**src/rtl/alu_pkg.sv**
```systemverilog
// Shared opcodes, FSM state type and width helper for the multi-cycle ALU.
package alu_pkg;

    localparam logic [3:0] OP_ADD  = 4'b0000;
    localparam logic [3:0] OP_OR   = 4'b0001;
    localparam logic [3:0] OP_AND  = 4'b0010;
    localparam logic [3:0] OP_SLTU = 4'b0011;
    localparam logic [3:0] OP_SUB  = 4'b0110;
    localparam logic [3:0] OP_SLT  = 4'b0111;
    localparam logic [3:0] OP_MUL  = 4'b1000;
    localparam logic [3:0] OP_LW   = 4'b1001;
    localparam logic [3:0] OP_SW   = 4'b1010;
    localparam logic [3:0] OP_LUI  = 4'b1011;
    localparam logic [3:0] OP_NOR  = 4'b1100;
    localparam logic [3:0] OP_SLL  = 4'b1101;
    localparam logic [3:0] OP_SRL  = 4'b1110;
    localparam logic [3:0] OP_SRA  = 4'b1111;

    typedef enum logic [1:0] {
        IDLE = 2'd0,
        BUSY = 2'd1,
        DONE = 2'd2
    } state_e;

    // Ceiling log2, used for shift-amount and counter widths.
    function automatic int unsigned clog2(input int unsigned n);
        int unsigned r;
        r = 0;
        while ((64'd1 << r) < 64'(n)) r++;
        return r;
    endfunction

endpackage

```
**src/rtl/alu_mul_iter.sv**
```systemverilog
// Iterative shift-add multiplier retiring MUL_BITS multiplier bits per cycle.
module alu_mul_iter
    import alu_pkg::*;
#(
    parameter int unsigned W        = 32,
    parameter int unsigned MUL_BITS = 1
) (
    input  logic         clk_i,
    input  logic         rst_i,
    input  logic         start_i,
    input  logic [W-1:0] a_i,
    input  logic [W-1:0] b_i,
    output logic         busy_o,
    output logic         done_o,
    output logic [W-1:0] prod_o
);

    localparam int unsigned ITER = W / MUL_BITS;
    localparam int unsigned CW   = clog2(ITER) + 1;

    logic [W-1:0]  a_q, a_d;
    logic [W-1:0]  b_q, b_d;
    logic [W-1:0]  acc_q, acc_d;
    logic [CW-1:0] cnt_q, cnt_d;
    logic          busy_q, busy_d;
    logic [W-1:0]  pp;
    logic [W-1:0]  sum;
    logic [W-1:0]  a_sh;
    logic [W-1:0]  b_sh;

    // Partial products for this step, next-state of the shift-add datapath.
    always_comb begin
        pp   = '0;
        a_sh = a_q;
        b_sh = b_q;
        for (int unsigned j = 0; j < MUL_BITS; j++) begin
            if (b_sh[0]) pp = pp + a_sh;
            a_sh = a_sh << 1;
            b_sh = b_sh >> 1;
        end
        sum    = acc_q + pp;
        a_d    = a_q;
        b_d    = b_q;
        acc_d  = acc_q;
        cnt_d  = cnt_q;
        busy_d = busy_q;
        if (start_i) begin
            a_d    = a_i;
            b_d    = b_i;
            acc_d  = '0;
            cnt_d  = CW'(ITER);
            busy_d = 1'b1;
        end else if (busy_q) begin
            a_d   = a_q << MUL_BITS;
            b_d   = b_q >> MUL_BITS;
            acc_d = sum;
            cnt_d = cnt_q - CW'(1);
            if (cnt_q == CW'(1)) busy_d = 1'b0;
        end
    end

    // Datapath registers.
    always_ff @(posedge clk_i) begin
        if (rst_i) begin
            a_q    <= '0;
            b_q    <= '0;
            acc_q  <= '0;
            cnt_q  <= '0;
            busy_q <= 1'b0;
        end else begin
            a_q    <= a_d;
            b_q    <= b_d;
            acc_q  <= acc_d;
            cnt_q  <= cnt_d;
            busy_q <= busy_d;
        end
    end

    // Final step's sum is presented combinationally so the parent can register it at the same edge.
    assign busy_o = busy_q;
    assign done_o = busy_q && (cnt_q == CW'(1));
    assign prod_o = sum;

endmodule

```
**src/rtl/alu_mc.sv**
```systemverilog
// Multi-cycle parametrised ALU with valid/ready handshakes on both sides.
module alu_mc
    import alu_pkg::*;
#(
    parameter int unsigned W        = 32,
    parameter int unsigned MUL_BITS = 1
) (
    input  logic         clk_i,
    input  logic         rst_i,
    input  logic         valid_i,
    output logic         ready_o,
    input  logic [W-1:0] src1_i,
    input  logic [W-1:0] src2_i,
    input  logic [3:0]   ALU_control_i,
    output logic         valid_o,
    input  logic         ready_i,
    output logic [W-1:0] result_o,
    output logic         zero_o,
    output logic         overflow_o
);

    localparam int unsigned SHW = clog2(W);

    state_e         state_q, state_d;
    logic [W-1:0]   result_q, result_d;
    logic           zero_q, zero_d;
    logic           ovf_q, ovf_d;
    logic [W-1:0]   alu_res;
    logic           alu_ovf;
    logic [W-1:0]   sum;
    logic [W-1:0]   diff;
    logic [SHW-1:0] shamt;
    logic           accept;
    logic           mul_start;
    logic           mul_busy;
    logic           mul_done;
    logic [W-1:0]   mul_prod;

    alu_mul_iter #(
        .W        (W),
        .MUL_BITS (MUL_BITS)
    ) u_mul (
        .clk_i   (clk_i),
        .rst_i   (rst_i),
        .start_i (mul_start),
        .a_i     (src1_i),
        .b_i     (src2_i),
        .busy_o  (mul_busy),
        .done_o  (mul_done),
        .prod_o  (mul_prod)
    );

    assign ready_o = (state_q == IDLE) || ((state_q == DONE) && ready_i);
    assign accept  = valid_i && ready_o;

    // Single-cycle operation mux; MUL goes through the iterative unit instead.
    always_comb begin
        alu_res = '0;
        alu_ovf = 1'b0;
        sum     = src1_i + src2_i;
        diff    = src1_i - src2_i;
        shamt   = src2_i[SHW-1:0];
        case (ALU_control_i)
            OP_ADD: begin
                alu_res = sum;
                alu_ovf = (src1_i[W-1] == src2_i[W-1]) && (sum[W-1] != src1_i[W-1]);
            end
            OP_SUB: begin
                alu_res = diff;
                alu_ovf = (src1_i[W-1] != src2_i[W-1]) && (diff[W-1] != src1_i[W-1]);
            end
            OP_OR:         alu_res = src1_i | src2_i;
            OP_AND:        alu_res = src1_i & src2_i;
            OP_NOR:        alu_res = ~(src1_i | src2_i);
            OP_SLTU:       alu_res = W'(src1_i < src2_i);
            OP_SLT:        alu_res = W'($signed(src1_i) < $signed(src2_i));
            OP_LW, OP_SW:  alu_res = src1_i + W'(src2_i[15:0]);
            OP_LUI:        alu_res = W'({src2_i[15:0], 16'h0000});
            OP_SLL:        alu_res = src1_i << shamt;
            OP_SRL:        alu_res = src1_i >> shamt;
            OP_SRA:        alu_res = $unsigned($signed(src1_i) >>> shamt);
            default:       alu_res = '0;
        endcase
    end

    // Handshake FSM: next state and output register updates.
    always_comb begin
        state_d   = state_q;
        result_d  = result_q;
        zero_d    = zero_q;
        ovf_d     = ovf_q;
        mul_start = 1'b0;
        case (state_q)
            IDLE, DONE: begin
                if (accept) begin
                    if (ALU_control_i == OP_MUL) begin
                        mul_start = 1'b1;
                        state_d   = BUSY;
                    end else begin
                        result_d = alu_res;
                        zero_d   = (alu_res == '0);
                        ovf_d    = alu_ovf;
                        state_d  = DONE;
                    end
                end else if ((state_q == DONE) && ready_i) begin
                    state_d = IDLE;
                end
            end
            BUSY: begin
                if (mul_done) begin
                    result_d = mul_prod;
                    zero_d   = (mul_prod == '0);
                    ovf_d    = 1'b0;
                    state_d  = DONE;
                end else if (!mul_busy) begin
                    state_d = IDLE;
                end
            end
            default: state_d = IDLE;
        endcase
    end

    // State and output registers.
    always_ff @(posedge clk_i) begin
        if (rst_i) begin
            state_q  <= IDLE;
            result_q <= '0;
            zero_q   <= 1'b1;
            ovf_q    <= 1'b0;
        end else begin
            state_q  <= state_d;
            result_q <= result_d;
            zero_q   <= zero_d;
            ovf_q    <= ovf_d;
        end
    end

    assign valid_o    = (state_q == DONE);
    assign result_o   = result_q;
    assign zero_o     = zero_q;
    assign overflow_o = ovf_q;

endmodule

```
**config.mk**
```make
export PLATFORM = sky130hd
export DESIGN_NAME = alu_mc
export DESIGN_NICKNAME = d
export VERILOG_FILES = /design/src/rtl/alu_pkg.sv /design/src/rtl/alu_mul_iter.sv /design/src/rtl/alu_mc.sv
export SDC_FILE = /design/constraint.sdc
export NUM_CORES = 1
export LEC_CHECK = 0
export ABC_AREA = 1
export CAP_MARGIN = 20
export CORE_ASPECT_RATIO = 1.5
export CORE_MARGIN = 8
export CORE_UTILIZATION = 41
export DETAILED_ROUTE_END_ITERATION = 8
export PLACE_DENSITY = 0.62
export SYNTH_ARGS = -nofsm -noshare
export SYNTH_HDL_FRONTEND = slang
export SYNTH_SLANG_ARGS = --single-unit
```
**constraint.sdc**
```tcl
create_clock -name clk_i -period 9.5 [get_ports clk_i]
set_clock_uncertainty 0.15 [all_clocks]
set_input_delay 1.9 -clock clk_i [delete_from_list [all_inputs] [get_ports clk_i]]
set_output_delay 1.9 -clock clk_i [all_outputs]
set_load 0.05 [all_outputs]
```
* Word level (Yosys, flattened, before mapping)
Cells that the tools add are included.
** Cells by class
- Reduce and logical (&&, ||, !) cells :: 17
- Muxes and demuxes :: 33
- Bitwise operators :: 3
- Shift operators :: 3
- Add/subtract/negate cells :: 5
- Equality and inequality tests :: 25
- Magnitude comparators :: 2
** Operator list (number)
- case mux 32 bit (12 select lines) :: 1
- two-way mux 32 bit :: 8
- adder 32 bit :: 2
- logical NOT 32 bit :: 2
- less-than comparator 32 bit :: 2
- case mux 32 bit (2 select lines) :: 1
- adder 32 x 16 -> 32 bit :: 1
- bitwise AND 32 bit :: 1
- equality test 4 bit, second input constant :: 8
- inverter 32 bit :: 1
- bitwise OR 32 bit :: 1
- << shifter 32 x 5 -> 32 bit :: 1
- right shift 32 x 5 -> 32 bit :: 1
- >>> shifter 32 x 5 -> 32 bit :: 1
- subtractor 32 bit :: 1
- two-way mux 1 bit :: 12
- two-way mux 6 bit :: 2
- two-way mux 2 bit :: 5
- equality test 4 x 2 -> 1 bit, second input constant :: 2
- equality test 4 x 3 -> 1 bit, second input constant :: 2
- equality test 6 x 1 -> 1 bit, second input constant :: 1
- != test 2 bit, second input constant :: 3
- != test 3 bit, second input constant :: 2
- case mux 1 bit (2 select lines) :: 3
- 15 further kinds :: 24
** Word-level totals
- Register bits :: 139
- Word-level logic and storage cells :: 98
- Output and inout port bits :: 36
- Input bits :: 72

* Longest topological paths before layout
Gate-level depths: netlist of the first run.
- Depth in word-level cells :: 7
- Mapped depth :: 27
- Depth with buffers taken out :: 25

* Cells and area by module
A second synthesis of the first run with hierarchy kept.
** Second synthesis, totals
- Cell total of the unflattened synthesis :: 3715
- Area total of the unflattened synthesis :: 19652.6 sq um
** By module, submodules not included
- alu_mc :: cells each 2537, sequential area each 720.7 sq um, instances 1, area an instance 12599.6 sq um
- alu_mul_iter :: cells each 1178, sequential area each 2062.0 sq um, instances 1, area an instance 7053.0 sq um

* Least setup slack after synthesis of the first run
OpenSTA, ideal clock, no wires.
- Path type :: input-to-output
- From :: input ready_i
- To :: output ready_o
- Data required time :: 7.450 ns
- Cell stages on the path :: 2
- Path buffers :: 0
- Path slack :: 4.847 ns
- Arrival time :: 2.603 ns
- Path through :: nor2_1 nor2_1
** On the way
- Word-level cells in the longest chain between the ends :: 2
** RTL lines
- start: declaration :: line alu_mc.sv:16 : input logic ready_i,
- logical AND 1 bit :: line alu_mc.sv:53 : assign ready_o = (state_q == IDLE) || ((state_q == DONE) && ready_i);
- logical OR 1 bit :: line alu_mc.sv:53
- end: declaration :: line alu_mc.sv:11 : output logic ready_o,
No other way between the ends.

* Final worst setup path of the first run
- From :: input src2_i[4]
- To :: register zero_q, in the netlist zero_o
** On the way
- Word-level cells in the longest chain between the ends :: 7
- Elaborated cells on any way between the ends :: 16
- Classes of those cells :: add/sub (3); order compare (2); shift (3); mux (4); bitwise (3); reduce/logical (1)
** RTL lines
- start: declaration :: line alu_mc.sv:13 : input logic [W-1:0] src2_i,
- branches (longest 2 deep; another with adder 32 x 16 -> 32 bit)
- case mux 32 bit (12 select lines) * :: line alu_mc.sv:63 : case (ALU_control_i)
- logical NOT 32 bit * :: line alu_mc.sv:101 : zero_d = (alu_res == '0);
- two-way mux 1 bit * :: line alu_mc.sv:96 : if (ALU_control_i == OP_MUL) begin
- two-way mux 1 bit * :: line alu_mc.sv:95 : if (accept) begin
- case mux 1 bit (2 select lines) * :: line alu_mc.sv:93 : case (state_q)
- end signal: assignment :: line alu_mc.sv:133 : zero_q <= zero_d;
- end: declaration :: line alu_mc.sv:26 : logic zero_q, zero_d;
Every way passes the cells marked *. The select of a mux whose other input is x is not followed.
A chain may end at the register's enable or synchronous reset.

==> impl_metrics.toml, run 1 <==
[outcome]
outcome = "finished clean"

[worst_setup_path]
crit_chain = "clkdlybuf4s50_1 > buf_4 > clkinv_1 > ha_1 > nand2_1 > nor2_1 > nand2_1 > nand2_1 > nand2_1 > o211ai_1 > nand2_1 > nand2_1 > nand2_1 > nand3_1 > nand2_1 > nor2_1 > nand3_1 > nor2_1 > nand2_1 > nand2_1 > nand2_1 > nand2_1"
criticalPathCategory = "primary input to register"
critPathRequiredTime_ns = 9.74
critPathTopFamily = "simple AND/OR/NAND/NOR gates"
cpMostUsedCell = "nand2_1"
path_buf_inv = 3
reg2reg_to = "zero_o"
reg2reg_from = "u_mul.b_q[0]"
critPathMaxFanout = 30
end_kind = "register"
crit_slowest_cell = "clkinv_1"
cp.arrival_ns = 6.43
cp-start-kind = "primary input"
slowest_delay_ns = 0.77
regToRegSetupSlack_ns = 5.60
r2r_cells = 23

[cts]
cts_tree = "yes"
path_clk_slew_ns = 0.07
cts_resized = 0
post_cts_buffers = 0
cts_made_buffers = 17
hold_buffers = 0
htree_num_levels = 4
clockBufferDepth = 2
cts.sinks = 139
cts_root_buffer = "clkbuf_16"
insertion_delay_ns = 0.45

[floorplan]
dieWidth_um = 192
start_util = 0.412
die_area_sq_um = 53800
core_sq_um = 46400
die_height_um = 280
ios = 108
num_rows = 97

[placement]
io_buffers = 107
pre_cts_slack_ns = 2.98
hpwl_mm = 81.1
place_congestion = 1.08

[global_routing]
grt-ovfl-total = 0
antenna_found_initial = 1
grt_usage = 0.366
grt_max_degree = 75
grt_pass1_wl_mm = 146
grt_pass1_vias = 23100

[finish]
regArea_sq_um = 2790
nets = 3768
multi_input_area_sq_um = 13800
drive_gt1_frac = 0.0322
syn2layout_area_growth_pct = 10.2
fill_cells = 5381
antenna_cells = 0

[logic_synthesis]
syn-num-nets = 3770
ys_warn_count = 0
syn_area_per_cell_sq_um = 5.35
syn_area_sq_um = 19100
synth-compound-area-share = 0.135
synth_top_family_by_area = "simple AND/OR/NAND/NOR gates"
synth-xor-area-share = 0.0110
seq_area_frac_synth = 0.146
postSynthCellCount = 3565
ys_types = 53
synth_fa_ha_area_frac = 0.0884
synth-simple-area-share = 0.490
synthMuxAreaShare = 0
synth-seq-cells = 139

[min_path]
hold_depth = 2
min_to = "u_mul.b_q[31]"
hold_path_startpoint = "u_mul.b_q[31]"
hold_path_class = "register to register"

[timing]
maxSlewViolCount = 0
fin_hold_ws_ns = 0.315
timing.final.ws_setup_ns = 3.31
max_freq_mhz = 162
rsz0062_at_grt = "false"
finalCritPeriodShare = 0.651
tns_ns = 0
hold_viol_final = 0
setup_violations = 0
tightest_slew_ns = 1.01
slew_headroom = 0.322
fin_crit_ns = 6.19

[drt]
num_vias = 24300
route.detailed.drc = 0
routedWlPerCell_um = 24.2
ant_nets = 0
first_pass_iters = 6
drt_iter0_drc = 2394
wl_mm = 101
viasPerCell = 5.82

[power]
powerDensity_nw_per_um2 = 105
p_leak_nw = 10.7
ir_drop_uv = 76.1

[job]
drv_cap = 0
worst register-to-register path, stage by stage (launching register included):
cell,delay (ns)
dfxtp_1,0.31
buf_4,0.33
nand2_1,0.11
inv_1,0.08
ha_1,0.20
inv_1,0.08
fa_1,0.44
inv_1,0.10
nand3_1,0.10
nand2_1,0.15
nand2_1,0.09
nand2_1,0.18
nand2_1,0.10
nand2_1,0.15
nand3_1,0.10
nand3_1,0.22
nand4_1,0.14
nand2_1,0.10
xor2_1,0.30
nor2_1,0.09
nand3_1,0.10
nand2_1,0.06
nand2_1,0.05
nand2_1,0.05
how the worst max path moves through the flow:
stage               depth (start not counted)      end  startpoint  slack, ns
floorplan                                   2  ready_o     ready_i       4.85
global placement                           22   zero_o   src2_i[4]       3.00
detailed placement                         22   zero_o   src2_i[4]       2.98
CTS                                        22   zero_o   src2_i[4]       3.42
global route                               24   zero_o   src2_i[4]       3.09
finish                                     22   zero_o   src2_i[4]       3.31
per-layer routing:
layer  wire length, um  share of wire  track usage  vias up
met5                 0              0            0        -
li1                  -              -            -    11600
met4             10000           0.10        0.310        0
met2             47000           0.47        0.610     1221
met3              6930          0.069       0.0443      332
met1             36800           0.37        0.409    11200
cells in the mapped netlist (all sizes together):
cell type	n	area, sq um
a211oi	7	52.6
a21boi	3	22.5
a21o	6	45.0
a21oi	141	717
a221oi	29	254
a22oi	1	7.51
a31oi	42	263
a41oi	1	8.76
and2	6	37.5
buf	99	514
clkbuf	63	236
clkinv	2	7.51
dfxtp	139	2780
fa	3	60.1
ha	130	1630
inv	460	1730
nand2	1139	4290
nand3	561	2810
nand3b	13	97.6
nand4	46	288
nor2	381	1460
nor3	47	250
nor3b	1	7.51
nor4	5	31.3
o2111ai	1	8.76
o211ai	37	278
o21a	5	37.5
o21ai	138	694
o21bai	13	97.6
o221ai	4	35.0
o22ai	5	31.3
o31ai	1	7.51
o32ai	1	8.76
or2	10	62.6
or3	1	6.26
xnor2	7	61.3
xor2	17	149
cell usage in the layout, fill, tap and decap left out, types with 17 or more instances in the layout:
| cell | count |
|---|---|
| a21oi_1 | 138 |
| a221oi_1 | 29 |
| a31oi_1 | 42 |
| buf_4 | 34 |
| clkbuf_16 | 17 |
| clkdlybuf4s50_1 | 103 |
| dfxtp_1 | 138 |
| ha_1 | 130 |
| inv_1 | 451 |
| nand2_1 | 1133 |
| nand3_1 | 560 |
| nand4_1 | 46 |
| nor2_1 | 367 |
| nor3_1 | 43 |
| o211ai_1 | 37 |
| o21ai_0 | 131 |
| xor2_1 | 17 |
stage by stage:
step | total power, W | instances | utilization | cell area, sq um
2_1_floorplan | 0.00116 | 3565 | - | 19100
3_3_place_gp | 0.00150 | 4138 | 0.440 | 20400
3_5_place_dp | 0.00150 | 4138 | 0.440 | 20400
4_1_cts | 0.00219 | 4170 | 0.453 | 21000
5_1_grt | 0.00230 | 4170 | 0.453 | 21000
6_report | 0.00221 | 4170 | 0.453 | 21000
flip-flops by register name, summed over array words and instances, names as in the netlist, 2 cells and up:
name         flops
result_o        32
u_mul.b_q       32
u_mul.acc_q     32
state_q          2
u_mul.a_q       32
u_mul.cnt_q      6
cell type report:
type / count / area share
inverter: 462 / 0.0826
clock buffer: 17 / 0.0202
clock inverter: 15 / 0.00839
tap: 594 / 0.0354
sequential: 139 / 0.133
multi-input combinational: 2802 / 0.659
timing repair buffer: 141 / 0.0621
report_power, final:
| group | total (W) | leakage [nW] | switching, W | internal (W) |
|---|---|---|---|---|
| combinational | 0.000902 | 9.24 | 0.000658 | 0.000244 |
| sequential | 0.000614 | 1.13 | 0.0000133 | 0.000601 |
| clock | 0.000689 | 0.286 | 0.000335 | 0.000354 |
| total | 0.00221 | 10.7 | 0.00101 | 0.00120 |
kinds of logic after synthesis:
group / count (synthesis)
simple gates: 2210
xor+xnor: 24
flops: 139
fa+ha+maj: 133
buf+inv: 624
compound gates: 435
No activity file was read; power rests on OpenSTA's default activity.
==> run 2: changes to the inputs <==
--- a/config.mk
+++ b/config.mk
@@ -11,7 +11,7 @@
 export CORE_MARGIN = 8
 export CORE_UTILIZATION = 41
 export DETAILED_ROUTE_END_ITERATION = 8
-export PLACE_DENSITY = 0.62
+export PLACE_DENSITY = 0.65
 export SYNTH_ARGS = -nofsm -noshare
 export SYNTH_HDL_FRONTEND = slang
 export SYNTH_SLANG_ARGS = --single-unit
==> constraint.sdc (replaced) <==
create_clock -name clk_i -period 5.6 [get_ports clk_i]
set_clock_uncertainty 0.15 [all_clocks]
set_input_delay 1.12 -clock clk_i [delete_from_list [all_inputs] [get_ports clk_i]]
set_output_delay 1.12 -clock clk_i [all_outputs]
set_load 0.05 [all_outputs]
==> impl_metrics.toml, run 2 (same netlist as run 1, synthesis figures left out) <==
[finish]
fin_area_sq_um = 21500
syn2layout_area_growth_pct = 12.9
regArea_sq_um = 2790
fill_cells = 5359
final_common_cell = "nand2_1"
multi_input_area_sq_um = 13800
layout_common_cells = "nand2_1 (1133), nand3_1 (560), inv_1 (451)"
nets = 3830
fin_util = 0.464
drive_gt1_frac = 0.0484

[placement]
place_congestion = 1.10
hpwl_mm = 89.2
pre_cts_slack_ns = 0.145
io_buffers = 107
placed_area_sq_um = 20900

[power]
powerDensity_nw_per_um2 = 182
power_frac_comb = 0.414
power_frac_seq = 0.266
power_frac_clock = 0.320
swShare = 0.441
switchingPower_w = 0.00172
p_leak_nw = 11.0
ir_drop_uv = 178
intPower_w = 0.00219

[global_routing]
grt_usage = 0.403
grt_pass1_wl_mm = 159
grt-ovfl-total = 0
grt_pass1_vias = 24200
antenna_found_initial = 4
grt_max_degree = 74

[timing]
max_freq_mhz = 186
maxSlewViolCount = 0
tightest_slew_ns = 0.928
timing.final.ws_setup_ns = 0.229
setup_violations = 0
tns_ns = 0
rsz0062_at_grt = "false"
hold_viol_final = 0
finalCritPeriodShare = 0.959
slew_headroom = 0.375
fin_crit_ns = 5.37

[cts]
post_cts_buffers = 0
path_clk_slew_ns = 0.07
cts_root_buffer = "clkbuf_16"
cts_tree = "yes"
htree_num_levels = 4
cts.sinks = 139
insertion_delay_ns = 0.46
clockBufferDepth = 2
cts_made_buffers = 17
cts_resized = 0
hold_buffers = 0

[floorplan]
ios = 108
die_area_sq_um = 53800
num_rows = 97
die_height_um = 280
core_sq_um = 46400
start_util = 0.412
dieWidth_um = 192

[worst_setup_path]
cp.arrival_ns = 5.62
end_kind = "register"
critPathMaxFanout = 9
critPathRequiredTime_ns = 5.85
criticalPathCategory = "primary input to register"
cp-start-kind = "primary input"

[drt]
num_vias = 25000
route.detailed.drc = 0
first_pass_iters = 7
drt_iter0_drc = 2601
routedWlPerCell_um = 26.1
viasPerCell = 5.91
wl_mm = 111
ant_nets = 0

[outcome]
outcome = "finished clean"

[min_path]
hold_path_class = "register to register"

[job]
drv_cap = 0
## run 2: cell types whose count changed in the layout (fill, tap and decap cells not counted)
cell	before	now
bufinv_16	0	3
clkinv_1	1	2
buf_6	0	1
inv_8	4	2
inv_6	2	4
inv_2	9	8
clkinv_4	2	3
nor3_4	1	0
nor3_2	3	4
buf_12	0	1
clkinv_8	5	1
buf_4	34	94
diode_2	0	3
## run 2: final timing paths
kind                start            to  slack, ns  cells past startpoint
min          result_o[21]  result_o[21]       0.31                      2
max            src1_i[23]        zero_o       0.23                     21
min reg2reg  result_o[21]  result_o[21]       0.31                      2
max reg2reg  u_mul.b_q[0]        zero_o       1.48                     18
## run 2: metrics by stage
step / power (W) / hold WS (ns) / instances
after floorplan: 0.00197 / 0.291 / 3565
after global placement: 0.00262 / 0.303 / 4199
after detailed placement: 0.00261 / 0.306 / 4200
after CTS: 0.00386 / 0.317 / 4232
after global routing: 0.00407 / 0.339 / 4232
final: 0.00391 / 0.312 / 4235
## run 2: worst max-delay path: stages
cell             delay, ns
clkdlybuf4s50_1       0.98
inv_1                 0.24
ha_1                  0.56
nor2_1                0.32
nand2_1               0.21
nor3_1                0.57
and2_1                0.22
nand2_1               0.12
nand2_1               0.09
nand2_1               0.05
nand3_1               0.22
nand2_1               0.08
nor2_1                0.16
nand2_1               0.07
nor2_1                0.10
nand2_1               0.10
nor2_1                0.14
nand2_1               0.08
nand2_1               0.06
nand2_1               0.05
nand2_1               0.06
## run 2: layout make-up
cell class	count	share of cell area
Multi-Input combinational cell	2802	0.643
Inverter	462	0.0807
Tap cell	594	0.0345
Sequential cell	139	0.129
Antenna cell	3	0.000349
Timing Repair Buffer	203	0.0830
Clock inverter	15	0.00953
Clock buffer	17	0.0198
## run 2: metal layers
| metal | track usage | up-vias | share of wire |
|---|---|---|---|
| met4 | 0.349 | 2 | 0.11 |
| li1 | - | 11700 | - |
| met2 | 0.675 | 1306 | 0.47 |
| met3 | 0.0777 | 456 | 0.080 |
| met5 | 0 | - | 0.00014 |
| met1 | 0.428 | 11600 | 0.35 |
## run 2: power by group through the flow
stage	Clock (W)	Combinational (W)	Sequential [W]
6_report	0.00125	0.00162	0.00104
5_1_grt	0.00130	0.00172	0.00105
4_1_cts	0.00126	0.00156	0.00104
3_5_place_dp	0	0.00155	0.00106
3_3_place_gp	0	0.00156	0.00106
2_1_floorplan	0	0.000853	0.00112
